===== src/rtl/audio_spdif_tx.sv =====
// S/PDIF transmitter: sample FIFO feeding a 64-cell biphase-mark subframe encoder (B/M/W preambles).
// Latency: line updates one clk after each cell tick; backpressure: tready low whenever the FIFO is full.

module sync_fifo #(
  parameter int W     = 24,
  parameter int DEPTH = 8,
  parameter int LW    = $clog2(DEPTH) + 1
) (
  input  logic          clk_i,
  input  logic          rst_i,
  input  logic          push,
  input  logic [W-1:0]  din,
  input  logic          pop,
  output logic [W-1:0]  dout,
  output logic [LW-1:0] level,
  output logic          full,
  output logic          empty
);
  localparam int AW = $clog2(DEPTH);

  logic [W-1:0]  mem [DEPTH];
  logic [AW-1:0] wr_ptr;
  logic [AW-1:0] rd_ptr;
  logic          push_ok;
  logic          pop_ok;

  assign full    = (level == LW'(DEPTH));
  assign empty   = (level == '0);
  assign push_ok = push && !full;
  assign pop_ok  = pop && !empty;
  assign dout    = mem[rd_ptr];

  always_ff @(posedge clk_i) begin
    if (push_ok) mem[wr_ptr] <= din;
  end

  // Power-of-two depth lets the pointers wrap on their own.
  always_ff @(posedge clk_i) begin
    if (rst_i) begin
      wr_ptr <= '0;
      rd_ptr <= '0;
      level  <= '0;
    end else begin
      if (push_ok) wr_ptr <= wr_ptr + 1'b1;
      if (pop_ok)  rd_ptr <= rd_ptr + 1'b1;
      case ({push_ok, pop_ok})
        2'b10:   level <= level + 1'b1;
        2'b01:   level <= level - 1'b1;
        default: level <= level;
      endcase
    end
  end
endmodule

module audio_spdif_tx #(
  parameter int SAMPLE_W   = 24,
  parameter int FIFO_DEPTH = 8,
  parameter int DIV_W      = 12
) (
  input  logic                        clk_i,
  input  logic                        rst_i,
  input  logic                        cfg_enable_i,
  input  logic [DIV_W-1:0]            cfg_div_i,
  input  logic [31:0]                 cfg_chstat_i,
  input  logic                        inport_tvalid_i,
  input  logic [31:0]                 inport_tdata_i,
  output logic                        inport_tready_o,
  output logic                        spdif_o,
  output logic                        underrun_o,
  output logic                        block_start_o,
  output logic [$clog2(FIFO_DEPTH):0] fifo_level_o
);
  localparam int LW = $clog2(FIFO_DEPTH) + 1;

  localparam logic [7:0] PRE_B = 8'b11101000;
  localparam logic [7:0] PRE_M = 8'b11100010;
  localparam logic [7:0] PRE_W = 8'b11100100;

  logic                fifo_push;
  logic                fifo_pop;
  logic [SAMPLE_W-1:0] fifo_dout;
  logic                fifo_full;
  logic                fifo_empty;
  logic                unused_tdata;

  logic [DIV_W-1:0]    div_cnt;
  logic                tick;
  logic [5:0]          cell_cnt;
  logic                sf_r;
  logic [7:0]          frame_cnt;

  logic                sf_start;
  logic                block_start;
  logic                underrun;
  logic [31:0]         chstat_q;
  logic [31:0]         chstat_eff;
  logic [23:0]         aud_new;
  logic [23:0]         aud_sel;
  logic                v_bit;
  logic                c_bit;
  logic                p_bit;
  logic [27:0]         sf_word;
  logic                inv_q;
  logic                inv_now;
  logic [7:0]          pat;
  logic [4:0]          slot_idx;
  logic                slot_bit;
  logic                spdif_q;
  logic                spdif_d;
  logic                underrun_q;
  logic                block_start_q;

  // Upper word bits carry no sample data.
  assign unused_tdata = ^inport_tdata_i[31:SAMPLE_W];

  assign inport_tready_o = !rst_i && !fifo_full;
  assign fifo_push       = inport_tvalid_i && inport_tready_o;

  sync_fifo #(
    .W     (SAMPLE_W),
    .DEPTH (FIFO_DEPTH),
    .LW    (LW)
  ) u_fifo (
    .clk_i (clk_i),
    .rst_i (rst_i),
    .push  (fifo_push),
    .din   (inport_tdata_i[SAMPLE_W-1:0]),
    .pop   (fifo_pop),
    .dout  (fifo_dout),
    .level (fifo_level_o),
    .full  (fifo_full),
    .empty (fifo_empty)
  );

  // Divider idles at zero so the first enabled cycle is always a tick.
  assign tick = cfg_enable_i && (div_cnt == '0);

  always_ff @(posedge clk_i) begin
    if (rst_i || !cfg_enable_i) div_cnt <= '0;
    else if (tick)              div_cnt <= cfg_div_i;
    else                        div_cnt <= div_cnt - 1'b1;
  end

  always_ff @(posedge clk_i) begin
    if (rst_i || !cfg_enable_i) begin
      cell_cnt  <= '0;
      sf_r      <= 1'b0;
      frame_cnt <= '0;
    end else if (tick) begin
      cell_cnt <= cell_cnt + 1'b1;
      if (cell_cnt == 6'd63) begin
        sf_r <= ~sf_r;
        if (sf_r) frame_cnt <= (frame_cnt == 8'd191) ? 8'd0 : frame_cnt + 1'b1;
      end
    end
  end

  assign sf_start    = tick && (cell_cnt == 6'd0);
  assign block_start = sf_start && !sf_r && (frame_cnt == 8'd0);
  assign underrun    = sf_start && fifo_empty;
  assign fifo_pop    = sf_start && !fifo_empty;

  // Channel status is latched at the B preamble; frame 0 uses the live value.
  assign chstat_eff = block_start ? cfg_chstat_i : chstat_q;
  assign aud_new    = 24'(fifo_dout) << (24 - SAMPLE_W);
  assign aud_sel    = fifo_empty ? 24'd0 : aud_new;
  assign v_bit      = fifo_empty;
  assign c_bit      = (frame_cnt < 8'd32) ? chstat_eff[frame_cnt[4:0]] : 1'b0;
  assign p_bit      = ^{aud_sel, v_bit, c_bit};

  assign pat      = sf_r ? PRE_W : ((frame_cnt == 8'd0) ? PRE_B : PRE_M);
  assign inv_now  = sf_start ? spdif_q : inv_q;
  assign slot_idx = cell_cnt[5:1] - 5'd4;
  assign slot_bit = sf_word[slot_idx];

  always_comb begin
    spdif_d = spdif_q;
    if (!cfg_enable_i) begin
      spdif_d = 1'b0;
    end else if (tick) begin
      if (cell_cnt < 6'd8)   spdif_d = pat[3'd7 - cell_cnt[2:0]] ^ inv_now;
      else if (!cell_cnt[0]) spdif_d = ~spdif_q;
      else if (slot_bit)     spdif_d = ~spdif_q;
    end
  end

  always_ff @(posedge clk_i) begin
    if (rst_i) begin
      spdif_q       <= 1'b0;
      underrun_q    <= 1'b0;
      block_start_q <= 1'b0;
      inv_q         <= 1'b0;
      chstat_q      <= '0;
      sf_word       <= '0;
    end else begin
      spdif_q       <= spdif_d;
      underrun_q    <= underrun;
      block_start_q <= block_start;
      if (sf_start) begin
        inv_q   <= spdif_q;
        sf_word <= {p_bit, c_bit, 1'b0, v_bit, aud_sel};
      end
      if (block_start) chstat_q <= cfg_chstat_i;
    end
  end

  assign spdif_o       = spdif_q;
  assign underrun_o    = underrun_q;
  assign block_start_o = block_start_q;
endmodule


===== config.mk =====
export PLATFORM = sky130hd
export DESIGN_NAME = audio_spdif_tx
export DESIGN_NICKNAME = d
export VERILOG_FILES = /design/src/rtl/audio_spdif_tx.sv
export SDC_FILE = /design/constraint.sdc
export NUM_CORES = 1
export LEC_CHECK = 0
export ABC_AREA = 1
export CORE_MARGIN = 5
export CORE_UTILIZATION = 40
export CTS_BUF_LIST = sky130_fd_sc_hd__clkbuf_4 sky130_fd_sc_hd__clkbuf_8
export CTS_CLUSTER_DIAMETER = 100
export DETAILED_ROUTE_END_ITERATION = 7
export SKIP_LAST_GASP = 1
export SLEW_MARGIN = 30
export SYNTH_ARGS = -nofsm -noshare
export SYNTH_HDL_FRONTEND = slang
export SYNTH_SLANG_ARGS = --single-unit

===== constraint.sdc =====
create_clock -name clk_i -period 7.6 [get_ports clk_i]
set_input_delay 1.9 -clock clk_i [delete_from_list [all_inputs] [get_ports clk_i]]
set_output_delay 1.9 -clock clk_i [all_outputs]
set_load 0.02 [all_outputs]

==> results of run 1 <==
==> state kept, by name (all words and copies together) (netlist names), 3 cells and up, named ones only <==
signal and flops:
u_fifo.mem 192, u_fifo.level 4, div_cnt 12, sf_word 27, u_fifo.wr_ptr 3, chstat_q 32, u_fifo.rd_ptr 3, cell_cnt 6
frame_cnt 8
==> cell usage after synthesis (3+ instances only) <==
cell,number
sky130_fd_sc_hd__o22ai_1,5
sky130_fd_sc_hd__o21ai_0,117
sky130_fd_sc_hd__a21oi_1,72
sky130_fd_sc_hd__a31oi_1,10
sky130_fd_sc_hd__edfxtp_1,192
sky130_fd_sc_hd__nand4_1,4
sky130_fd_sc_hd__dfxtp_1,103
sky130_fd_sc_hd__nor2_1,181
sky130_fd_sc_hd__buf_4,5
sky130_fd_sc_hd__o21bai_1,5
sky130_fd_sc_hd__nand3_1,138
sky130_fd_sc_hd__clkbuf_1,30
sky130_fd_sc_hd__o21ai_1,8
sky130_fd_sc_hd__inv_2,5
sky130_fd_sc_hd__or2_2,5
sky130_fd_sc_hd__buf_2,25
sky130_fd_sc_hd__nor2_4,3
sky130_fd_sc_hd__nand2_1,423
sky130_fd_sc_hd__inv_1,196
sky130_fd_sc_hd__nor2_2,5
sky130_fd_sc_hd__xnor2_1,4
sky130_fd_sc_hd__buf_6,9
sky130_fd_sc_hd__ha_1,13
sky130_fd_sc_hd__nor3_1,10
sky130_fd_sc_hd__buf_1,3
==> metal layers <==
layer / up-vias / track usage (%) / share of wire (%)
met4: 0 / 5.120 / 2.4
met1: 4765 / 22.80 / 47
li1: 5356 / - / -
met5: - / 0 / 0
met2: 225 / 28.56 / 47
met3: 62 / 2.857 / 4.4
==> worst reg2reg max path: stages, from the launching register on <==
cell and delay, ns:
sky130_fd_sc_hd__dfxtp_1 0.51, sky130_fd_sc_hd__inv_1 0.56, sky130_fd_sc_hd__ha_1 0.26, sky130_fd_sc_hd__nand2_1 0.06, sky130_fd_sc_hd__nor2_2 0.17, sky130_fd_sc_hd__nand3_4 0.21, sky130_fd_sc_hd__nor2_1 0.55, sky130_fd_sc_hd__ha_1 0.31
sky130_fd_sc_hd__ha_1 0.28, sky130_fd_sc_hd__nand2_1 0.08, sky130_fd_sc_hd__nor2_1 0.04, sky130_fd_sc_hd__a211oi_1 0.23, sky130_fd_sc_hd__nor2_1 0.07, sky130_fd_sc_hd__nor2_1 0.09, sky130_fd_sc_hd__nand2_1 0.06, sky130_fd_sc_hd__o21ai_0 0.14
sky130_fd_sc_hd__a21oi_1 0.05
==> worst paths after layout <==
path,startpoint,end,slack [ns],depth (start not counted)
hold reg to reg,div_cnt[0]$_SDFF_PP0_,div_cnt[0]$_SDFF_PP0_,0.43,1
setup / recovery,rst_i,inport_tready_o,2.07,4
setup reg to reg,cell_cnt[1]$_SDFFE_PP0P_,u_fifo.level[3]$_SDFFE_PP0P_,3.85,16
hold / removal,div_cnt[0]$_SDFF_PP0_,div_cnt[0]$_SDFF_PP0_,0.43,1
==> cell families (layout without fill, tap and decap cells) <==
family | count (synthesis) | count (layout) | synth area share (%)
fa+ha+maj | 14 | 14 | 1.335
xor+xnor | 6 | 6 | 0.3840
flops | 295 | 295 | 57.20
compound gates | 228 | 228 | 8.851
buf+inv | 277 | 385 | 8.558
simple gates | 782 | 782 | 23.67
==> power groups by stage <==
stage / registers [mW] / clock network (mW) / logic [mW]
6_report: 1.84 / 1.41 / 0.847
5_1_grt: 1.85 / 1.53 / 0.975
4_1_cts: 1.84 / 1.46 / 0.854
3_5_place_dp: 1.88 / 0 / 0.849
3_3_place_gp: 1.87 / 0 / 0.834
2_1_floorplan: 1.87 / 0 / 0.642
==> layout make-up <==
cell class / instances / area [sq um] / share of cell area (%)
Clock inverter: 11 / 90.09 / 0.5704
Clock buffer: 76 / 902.1 / 5.712
Multi-Input combinational cell: 1030 / 4711 / 29.83
Sequential cell: 295 / 7834 / 49.60
Timing Repair Buffer: 94 / 927.1 / 5.870
Tap cell: 448 / 560.5 / 3.549
Inverter: 204 / 769.5 / 4.872
==> through the flow <==
step                      area (sq um)  hold slack, ns  total power [mW]  instances  setup slack (ns)
after floorplan                  13680          0.4058             2.509       1602             3.228
after global placement           14770          0.4245             2.709       2070             2.096
after detailed placement         14800          0.4250             2.725       2071             2.116
after CTS                        15790          0.4329             4.156       2158             2.104
after global routing             15790          0.4596             4.357       2158             2.005
final                            15790          0.4294             4.103       2158             2.070
==> parameters.txt, run 1 <==
Parameter                              Value

Die
  Row Count ... between 60 and 70
  Effective utilization at floorplan ... between 40% and 50%
  Die H ... ~190 microns
  IO Count ... 88
  Width of the die ... between 150 and 200 microns
  Standard cell core area ... roughly 0.034 sq mm
  Die Area ... 0.03801 sq mm

STA
  Setup tns final ... 0 ns
  Final setup violation count ... 0
  Tcrit/Tclk final ... between 70% and 80%
  Transition time at the pin with the least slew margin ... approximately 0.88 ns
  Count of endpoints failing hold in the final timing report ... 0
  RSZ-0062 raised after global routing ... false
  Max Clk Rate ... roughly 0.18 GHz
  Max-Slew Margin vs Limit ... around two fifths
  Clock skew ... 0.03487 ns
  Final Max Slew Viols ... 0
  Final Critical Period ... approximately 5.5 ns

Synth
  Syn_nets ... around 1,700
  Distinct cell type count after synthesis ... 47
  Post-synth EDFFs ... about 190
  Post-Syn Instances ... approximately 1,600
  Flop and latch count out of synthesis ... between 200 and 300
  Share of the yosys chip area belonging to registers ... between 50% and 60%
  Largest area contributor in the synthesized netlist ... sky130_fd_sc_hd__edfxtp_1
  Leading post-synthesis cells by cell area ... sky130_fd_sc_hd__edfxtp_1, sky130_fd_sc_hd__dfxtp_1, sky130_fd_sc_hd__nand2_1
  Post-synthesis average cell area ... between 8 and 9 sq um
  Most used DFF post-synth ... sky130_fd_sc_hd__edfxtp_1
  Synth Warn # ... 0
  Ys async rst share ... 0%
  Netlist area before placement ... about 0.014 sq mm
  Top-area cell type share of the netlist area ... 42.13%

Clocking
  CTS tree ... yes
  CTS max path bufs ... 3
  Root buffer cell ... sky130_fd_sc_hd__clkbuf_8
  H-tree depth ... 2
  Count of cells resized by post-cts repair ... 0
  Clock network latency to the later pin of the worst-skew pair ... around 0.59 ns
  Clock input transition at the sequential cells of the worst setup and hold paths ... about 0.050 ns
  Number of setup buffers added after CTS ... 0
  Number of clock sinks ... 295
  Number of buffers inserted during clock tree synthesis ... 50
  Number of buffers added to fix hold violations after cts ... 0

Setup path
  Crit path required time ... around 5.7 ns
  Critical-path cell list ... clkdlybuf4s50_1 > buf_4 > a31oi_1 > clkdlybuf4s50_1
  Arrival @ worst endpoint ... between 3 and 4 ns
  Buffers & Inverters on Critical Path ... 3
  Crit end category ... primary output
  Cell type group with the largest total delay on the critical path ... buffers and inverters
  CP max stage cell ... sky130_fd_sc_hd__clkdlybuf4s50_1
  Crit path launch type ... primary input
  Setup CP Type ... in2out
  Critical Path Fanout Max ... 44
  Largest stage delay on the critical path ... ~0.68 ns
  Cell occurring most often along the worst timing path ... sky130_fd_sc_hd__clkdlybuf4s50_1

Run status
  Result of the run ... finished, final reports clean

Power and ir drop
  Power Dens Cells ... roughly 260 mW/mm^2
  Logic gate share of total power ... 20.6%
  Part of the total power dissipated in sequential elements ... ~45%
  Net switching power of the design ... 1.226 mW
  Switching part of the total ... around 30%
  Leakage power ... ~6.6 nW
  Internal power ... around 2.9 mW
  Clock power share ... between 30 and 40%
  Peak supply drop ... around 0.13 mV

Placement
  Detailed placement HPWL ... 19,520 microns
  Final weighted congestion in routability-driven placement ... 0.7866
  Number of input and output port buffers inserted ... approximately 80

Min path
  Class of the worst hold path ... reg2reg

Global routing
  GRT overflow ... 0
  Maximum number of pins on one net before global-route repair ... 91
  Number of global-route vias before repair ... 9,904
  Global-route total usage across every layer ... between 15 and 20%
  Wire length of the first global-routing pass ... between 50,000 and 60,000 microns
  Antenna violations before repair ... 0

Routing
  Detailed-route vias per instance ... 4.823
  Drt drc ... 0
  Wirelength per Cell ... approximately 15 microns
  DRC marker count from the first detailed-route iteration ... 579
  Count of TritonRoute iterations in the first routing pass ... 5
  Aggregate routed wire length ... ~33,000 microns
  DR vias ... around 10,000
  Count of antenna-violating nets left after detailed routing ... 0

Final layout
  Layout Area Growth over Synthesis ... 15.42%
  Final antenna diode count ... 0
  Highest-count cells in the layout ignoring fill and taps ... sky130_fd_sc_hd__nand2_1, sky130_fd_sc_hd__inv_1, sky130_fd_sc_hd__edfxtp_1
  End-of-flow core utilization ... 46.98%
  Most frequent standard cell in the layout excluding fill and tap cells ... sky130_fd_sc_hd__nand2_1
  Share of post-route cells with drive strength above 1 ... between 7 and 8%
  Fin nets ... 1,769
  Layout filler cell count ... between 3,000 and 4,000

Flow run
  Number of violations of the max-capacitance limit ... 0
Note: power is estimated with default switching activity, not from simulation.
==> run 2, diff against run 1 <==
clock period = 4.43 ns   (was 7.6 ns; I/O delays follow)
==> run 2 against run 1 <==
Against the previous run: first-iteration DRC count decreased by 4.1%; register-to-register slack got worse by 2.8 ns; power increased by 72%; combinational power increased by 72%.
==> parameters.txt, run 2 (synthesis gave the netlist of run 1 again) <==
Parameter                              Value

STA
  Tcrit/Tclk final ... 80.08%
  Count of endpoints failing hold in the final timing report ... 0
  RSZ-0062 raised after global routing ... false
  Final setup violation count ... 0
  Transition time at the pin with the least slew margin ... ~0.85 ns
  Max Clk Rate ... about 0.28 GHz
  Final Max Slew Viols ... 0
  Final Critical Period ... 3.547 ns
  Setup tns final ... 0 ns
  Worst Hold Margin ... between 0.4 and 0.5 ns
  Clock skew ... 0.04195 ns
  Max-Slew Margin vs Limit ... a little over two fifths

Final layout
  Final antenna diode count ... 0
  Most flops, register ... u_fifo.mem
  Leading registers by flop count ... u_fifo.mem x192, chstat_q x32, sf_word x27
  Fin nets ... around 1,800
  Layout filler cell count ... roughly 3,200
  Layout Area Growth over Synthesis ... 15.96%
  Area of all sequential standard cells ... between 0.007 and 0.008 sq mm
  Most frequent standard cell in the layout excluding fill and tap cells ... sky130_fd_sc_hd__nand2_1
  Highest-count cells in the layout ignoring fill and taps ... sky130_fd_sc_hd__nand2_1, sky130_fd_sc_hd__inv_1, sky130_fd_sc_hd__edfxtp_1
  Flip-flop count of the largest register, all copies and words added ... around 190
  Share of post-route cells with drive strength above 1 ... 8.193%
  Area of the multi-input gates ... about 0.0047 sq mm

Global routing
  Antenna violations before repair ... 0
  Maximum number of pins on one net before global-route repair ... around 60
  GRT overflow ... 0
  Global-route total usage across every layer ... 16.65%
  Wire length of the first global-routing pass ... 51,650 microns
  Number of global-route vias before repair ... 9,937

Clocking
  Clock network latency to the later pin of the worst-skew pair ... 0.59 ns
  H-tree depth ... 2
  CTS tree ... yes
  CTS max path bufs ... 3
  Count of cells resized by post-cts repair ... 0
  Number of setup buffers added after CTS ... 0
  Number of buffers inserted during clock tree synthesis ... 50
  Root buffer cell ... sky130_fd_sc_hd__clkbuf_8
  Number of buffers added to fix hold violations after cts ... 0
  Clock input transition at the sequential cells of the worst setup and hold paths ... around 0.06 ns
  Number of clock sinks ... 295

Routing
  Aggregate routed wire length ... around 32,000 microns
  DR vias ... 10,500
  Wirelength per Cell ... between 10 and 15 microns
  Detailed-route vias per instance ... between 4 and 5
  Count of TritonRoute iterations in the first routing pass ... 5
  Drt drc ... 0
  DRC marker count from the first detailed-route iteration ... 555
  Count of antenna-violating nets left after detailed routing ... 0

Power and ir drop
  Total Power ... 7.072 mW
  Power Dens Cells ... 445.7 mW/mm^2
  Leakage power ... roughly 6.6 nW
  Peak supply drop ... roughly 0.26 mV

Die
  Standard cell core area ... roughly 0.034 sq mm
  Effective utilization at floorplan ... about two fifths
  Row Count ... 67
  Width of the die ... 195.0 microns
  Die H ... ~190 microns
  Die Area ... 0.03801 sq mm
  IO Count ... slightly below 90

Placement
  Number of input and output port buffers inserted ... 79
  Final weighted congestion in routability-driven placement ... around 0.83
  Detailed placement HPWL ... between 15,000 and 20,000 microns

Setup path
  Setup CP Type ... in2out
  Crit path launch type ... primary input
  Crit end category ... primary output
  Crit path required time ... 3.32 ns
  Critical Path Fanout Max ... 2
  Arrival @ worst endpoint ... about 2.4 ns

Run status
  Result of the run ... finished, final reports clean

Flow run
  Number of violations of the max-capacitance limit ... 0

Min path
  Class of the worst hold path ... reg2reg
==> run 2: cell count changes in the layout (fill, tap and decap cells not counted), sizes merged <==
cell	before	now
clkinv	10	17
bufinv	1	2
clkbuf	76	68
buf	15	26
==> run 2: where the power goes <==
| part | total (mW) | switching [mW] | internal (mW) |
|---|---|---|---|
| combinational | 1.46 | 0.954 | 0.501 |
| clock | 2.44 | 1.09 | 1.36 |
| sequential | 3.17 | 0.0836 | 3.09 |
==> run 2: worst paths after layout <==
kind	from	to	slack [ns]	depth (start not counted)
worst max-delay path	rst_i	inport_tready_o	0.88	3
worst min-delay path	div_cnt[0]$_SDFF_PP0_	div_cnt[0]$_SDFF_PP0_	0.44	1
worst max register to register	cell_cnt[1]$_SDFFE_PP0P_	sf_word[27]$_SDFFE_PP0N_	1.08	20
worst min register to register	div_cnt[0]$_SDFF_PP0_	div_cnt[0]$_SDFF_PP0_	0.44	1
==> run 2: metal layers <==
metal,GRT usage (%),up-vias,part of all wire [%]
li1,-,5383,-
met1,22.41,4841,46
met2,27.39,223,46
met3,3.428,53,5.7
met4,4.810,0,2.4
met5,0,-,0
==> run 2: layout make-up <==
cell class / count / area share (%)
Sequential cell: 295 / 49.36
Timing Repair Buffer: 105 / 6.292
Inverter: 204 / 4.849
Clock inverter: 19 / 1.009
Multi-Input combinational cell: 1030 / 29.65
Clock buffer: 68 / 5.306
Tap cell: 448 / 3.532
==> run 2: stage by stage <==
step / worst slack [ns] / cell area (sq um) / util (%) / instances
after floorplan: 0.8616 / 13680 / - / 1602
after global placement: 0.6524 / 14870 / 44.22 / 2082
after detailed placement: 0.6317 / 14870 / 44.22 / 2082
after CTS: 0.8867 / 15870 / 47.20 / 2169
after global routing: 0.7187 / 15870 / 47.21 / 2169
final: 0.8826 / 15870 / 47.21 / 2169
==> run 2: worst max-delay path, stage by stage <==
cell and delay [ns]:
sky130_fd_sc_hd__clkdlybuf4s50_1 0.46, sky130_fd_sc_hd__a31oi_1 0.23, sky130_fd_sc_hd__clkdlybuf4s50_1 0.65
==> run 3, diff against run 2 <==
clock period = 3.4 ns   (was 4.43 ns; I/O delays follow)
==> run 3 against run 2 <==
Against the previous run: non-clock buffer count increased by 20; cell count increased by 1.1%; sequential share of layout area decreased by 0.84 points; utilization increased by 0.82 points; first-iteration DRC count increased by 30%; die area unchanged; cell area increased by 1.7%; clock power increased by 28%; worst hold slack got worse by 0.0098 ns; largest cell class unchanged.
==> parameters.txt, run 3 (synthesis gave the netlist of run 1 again) <==
Parameter                              Value

Final layout
  Most frequent standard cell in the layout excluding fill and tap cells ... sky130_fd_sc_hd__nand2_1
  Post-route standard cell area excluding fillers ... 0.01614 sq mm
  Most flops, register ... u_fifo.mem
  End-of-flow core utilization ... 48.02%
  Final antenna diode count ... 0
  Flip-flop count of the largest register, all copies and words added ... between 150 and 200
  Layout filler cell count ... around 3,200
  Layout Area Growth over Synthesis ... 17.97%
  Share of post-route cells with drive strength above 1 ... between 9 and 10%
  Highest-count cells in the layout ignoring fill and taps ... sky130_fd_sc_hd__nand2_1, sky130_fd_sc_hd__inv_1, sky130_fd_sc_hd__edfxtp_1
  Leading registers by flop count ... u_fifo.mem x192, chstat_q x32, sf_word x27
  Fin nets ... 1,800

Placement
  Detailed placement HPWL ... 20,250 microns
  Final weighted congestion in routability-driven placement ... about 0.80
  Number of input and output port buffers inserted ... between 70 and 80
  Cell area reported after detailed placement ... 0.01515 sq mm
  Setup WS pre-CTS ... around 0.053 ns

Die
  Row Count ... between 60 and 70
  Die Area ... ~0.038 sq mm
  Standard cell core area ... 0.03362 sq mm
  Die H ... 195.0 microns
  IO Count ... a little under 90
  Width of the die ... slightly below 200 microns
  Effective utilization at floorplan ... approximately two fifths

Min path
  Class of the worst hold path ... reg2reg
  Worst hold stages ... 1
  Startpoint of the tightest hold check path ... div_cnt[0]$_SDFF_PP0_
  Endpoint with the worst hold slack ... div_cnt[0]$_SDFF_PP0_

Clocking
  CTS max path bufs ... 3
  CTS tree ... yes
  Clock network latency to the later pin of the worst-skew pair ... ~0.6 ns
  Number of buffers inserted during clock tree synthesis ... 50
  H-tree depth ... 2
  Root buffer cell ... sky130_fd_sc_hd__clkbuf_8
  Number of setup buffers added after CTS ... 0
  Number of buffers added to fix hold violations after cts ... 0
  Clock input transition at the sequential cells of the worst setup and hold paths ... 0.05 ns
  Number of clock sinks ... 295
  Count of cells resized by post-cts repair ... 0

STA
  Tcrit/Tclk final ... between 90 and 100%
  Count of endpoints failing hold in the final timing report ... 0
  Worst path setup slack after routing ... 0.2432 ns
  Setup tns final ... 0 ns
  RSZ-0062 raised after global routing ... false
  Max-Slew Margin vs Limit ... between 50% and 60%
  Final Critical Period ... about 3.2 ns
  Transition time at the pin with the least slew margin ... about 0.7 ns
  Max Clk Rate ... approximately 0.32 GHz
  Final setup violation count ... 0
  Final Max Slew Viols ... 0
  Clock skew ... 0.03439 ns

Power and ir drop
  Total Power ... slightly above 9 mW
  Internal power ... 6.439 mW
  Leakage power ... between 6 and 7 nW
  Net switching power of the design ... between 2 and 3 mW
  Clock power share ... 33.8%
  Part of the total power dissipated in sequential elements ... between 40 and 50%
  Switching part of the total ... a little under a third
  Power Dens Cells ... around 570 mW/mm^2
  Logic gate share of total power ... between 20% and 30%
  Peak supply drop ... roughly 0.32 mV

Routing
  Wirelength per Cell ... about 15 microns
  DRC marker count from the first detailed-route iteration ... 720
  DR vias ... between 10,000 and 15,000
  Count of TritonRoute iterations in the first routing pass ... 5
  Drt drc ... 0
  Detailed-route vias per instance ... around 4.8
  Aggregate routed wire length ... roughly 33,000 microns
  Count of antenna-violating nets left after detailed routing ... 0

Flow run
  Number of violations of the max-capacitance limit ... 0

Setup path
  Setup CP Type ... in2out
  End of the worst register-to-register path ... sf_word[27]$_SDFFE_PP0N_
  Crit path launch type ... primary input
  Cell type group with the largest total delay on the critical path ... buffers and inverters
  Cell occurring most often along the worst timing path ... sky130_fd_sc_hd__clkdlybuf4s50_1
  Largest stage delay on the critical path ... ~0.61 ns
  Arrival @ worst endpoint ... 2.31 ns
  Worst R2R Path Depth ... 23
  Critical-path cell list ... clkdlybuf4s50_1 > a31oi_1 > buf_4 > clkdlybuf4s50_1
  Buffers & Inverters on Critical Path ... 3
  Setup slack of the most critical reg-to-reg path ... just under 0.7 ns
  Crit end category ... primary output
  CP max stage cell ... sky130_fd_sc_hd__clkdlybuf4s50_1
  Critical Path Fanout Max ... 2
  Crit path required time ... 2.55 ns

Run status
  Result of the run ... finished, final reports clean

Global routing
  Wire length of the first global-routing pass ... ~53,000 microns
  Antenna violations before repair ... 1
  Number of global-route vias before repair ... ~10,000
  GRT overflow ... 0
  Global-route total usage across every layer ... between 10% and 20%
  Maximum number of pins on one net before global-route repair ... roughly 110
run 3: cell count changes in the layout (fill, tap and decap cells not counted), sizes merged:
cell      before  now
buf           26   46
bufinv         2    0
clkbuf        68   75
clkinv        17   16
clkinvlp       1    0
inv          203  204
run 3: layout make-up:
type	instances	area, sq um	share of cell area, %
well taps	448	560.5	3.472
multi-input cells	1030	4706	29.15
repair buffers	125	1286	7.968
inverters	204	768.2	4.759
clock buffers	75	907.1	5.619
clock inverters	16	82.58	0.5115
flip-flops and latches	295	7833	48.52
run 3: worst max path at each step:
stage	slack, ns	from	end	depth (start not counted)
6_report	0.24	rst_i	inport_tready_o	4
5_1_grt	0.19	rst_i	inport_tready_o	4
4_1_cts	0.24	rst_i	inport_tready_o	4
3_5_place_dp	0.05	cfg_enable_i	u_fifo.level[3]$_SDFFE_PP0P_	17
3_3_place_gp	0.09	cfg_enable_i	sf_word[27]$_SDFFE_PP0N_	21
2_1_floorplan	0.09	rst_i	u_fifo.mem[0][0]$_DFFE_PP_	6
run 3: per-layer routing:
metal	vias to the layer above	share of wire [%]	GRT usage, %
met1	4850	47	23.62
li1	5430	-	-
met3	60	4.5	2.943
met4	2	2.4	5.146
met5	-	0.039	0
met2	231	46	28.12
run 3: stage by stage:
stage / cells / hold slack, ns
floorplan: 1602 / 0.4058
CTS: 2193 / 0.4340
global placement: 2102 / 0.4208
global route: 2193 / 0.4459
detailed placement: 2102 / 0.4262
finish: 2193 / 0.4293
run 3: power by group through the flow:
stage | sequential, mW | clock (mW) | combinational (mW)
after CTS | 4.11 | 3.22 | 2.00
after global placement | 4.18 | 0 | 1.96
final | 4.11 | 3.12 | 1.98
after global routing | 4.13 | 3.37 | 2.27
after floorplan | 4.17 | 0 | 1.43
after detailed placement | 4.19 | 0 | 1.99
run 3: worst register-to-register path: stages, from the launching register on:
cell	delay [ns]
sky130_fd_sc_hd__dfxtp_4	0.35
sky130_fd_sc_hd__inv_2	0.29
sky130_fd_sc_hd__buf_12	0.26
sky130_fd_sc_hd__buf_12	0.19
sky130_fd_sc_hd__nand2_1	0.06
sky130_fd_sc_hd__nand2_1	0.05
sky130_fd_sc_hd__nand2_1	0.05
sky130_fd_sc_hd__nand3_1	0.12
sky130_fd_sc_hd__nand3_1	0.15
sky130_fd_sc_hd__nand2_1	0.12
sky130_fd_sc_hd__nand3_1	0.12
sky130_fd_sc_hd__nand2_1	0.09
sky130_fd_sc_hd__nand2_1	0.05
sky130_fd_sc_hd__nand2_1	0.10
sky130_fd_sc_hd__inv_2	0.05
sky130_fd_sc_hd__nand2_1	0.05
sky130_fd_sc_hd__nand2_1	0.08
sky130_fd_sc_hd__nand2_1	0.09
sky130_fd_sc_hd__inv_1	0.04
sky130_fd_sc_hd__nor2_1	0.11
sky130_fd_sc_hd__nand2_1	0.06
sky130_fd_sc_hd__nand3_1	0.06
sky130_fd_sc_hd__nand2_1	0.06
sky130_fd_sc_hd__inv_1	0.04
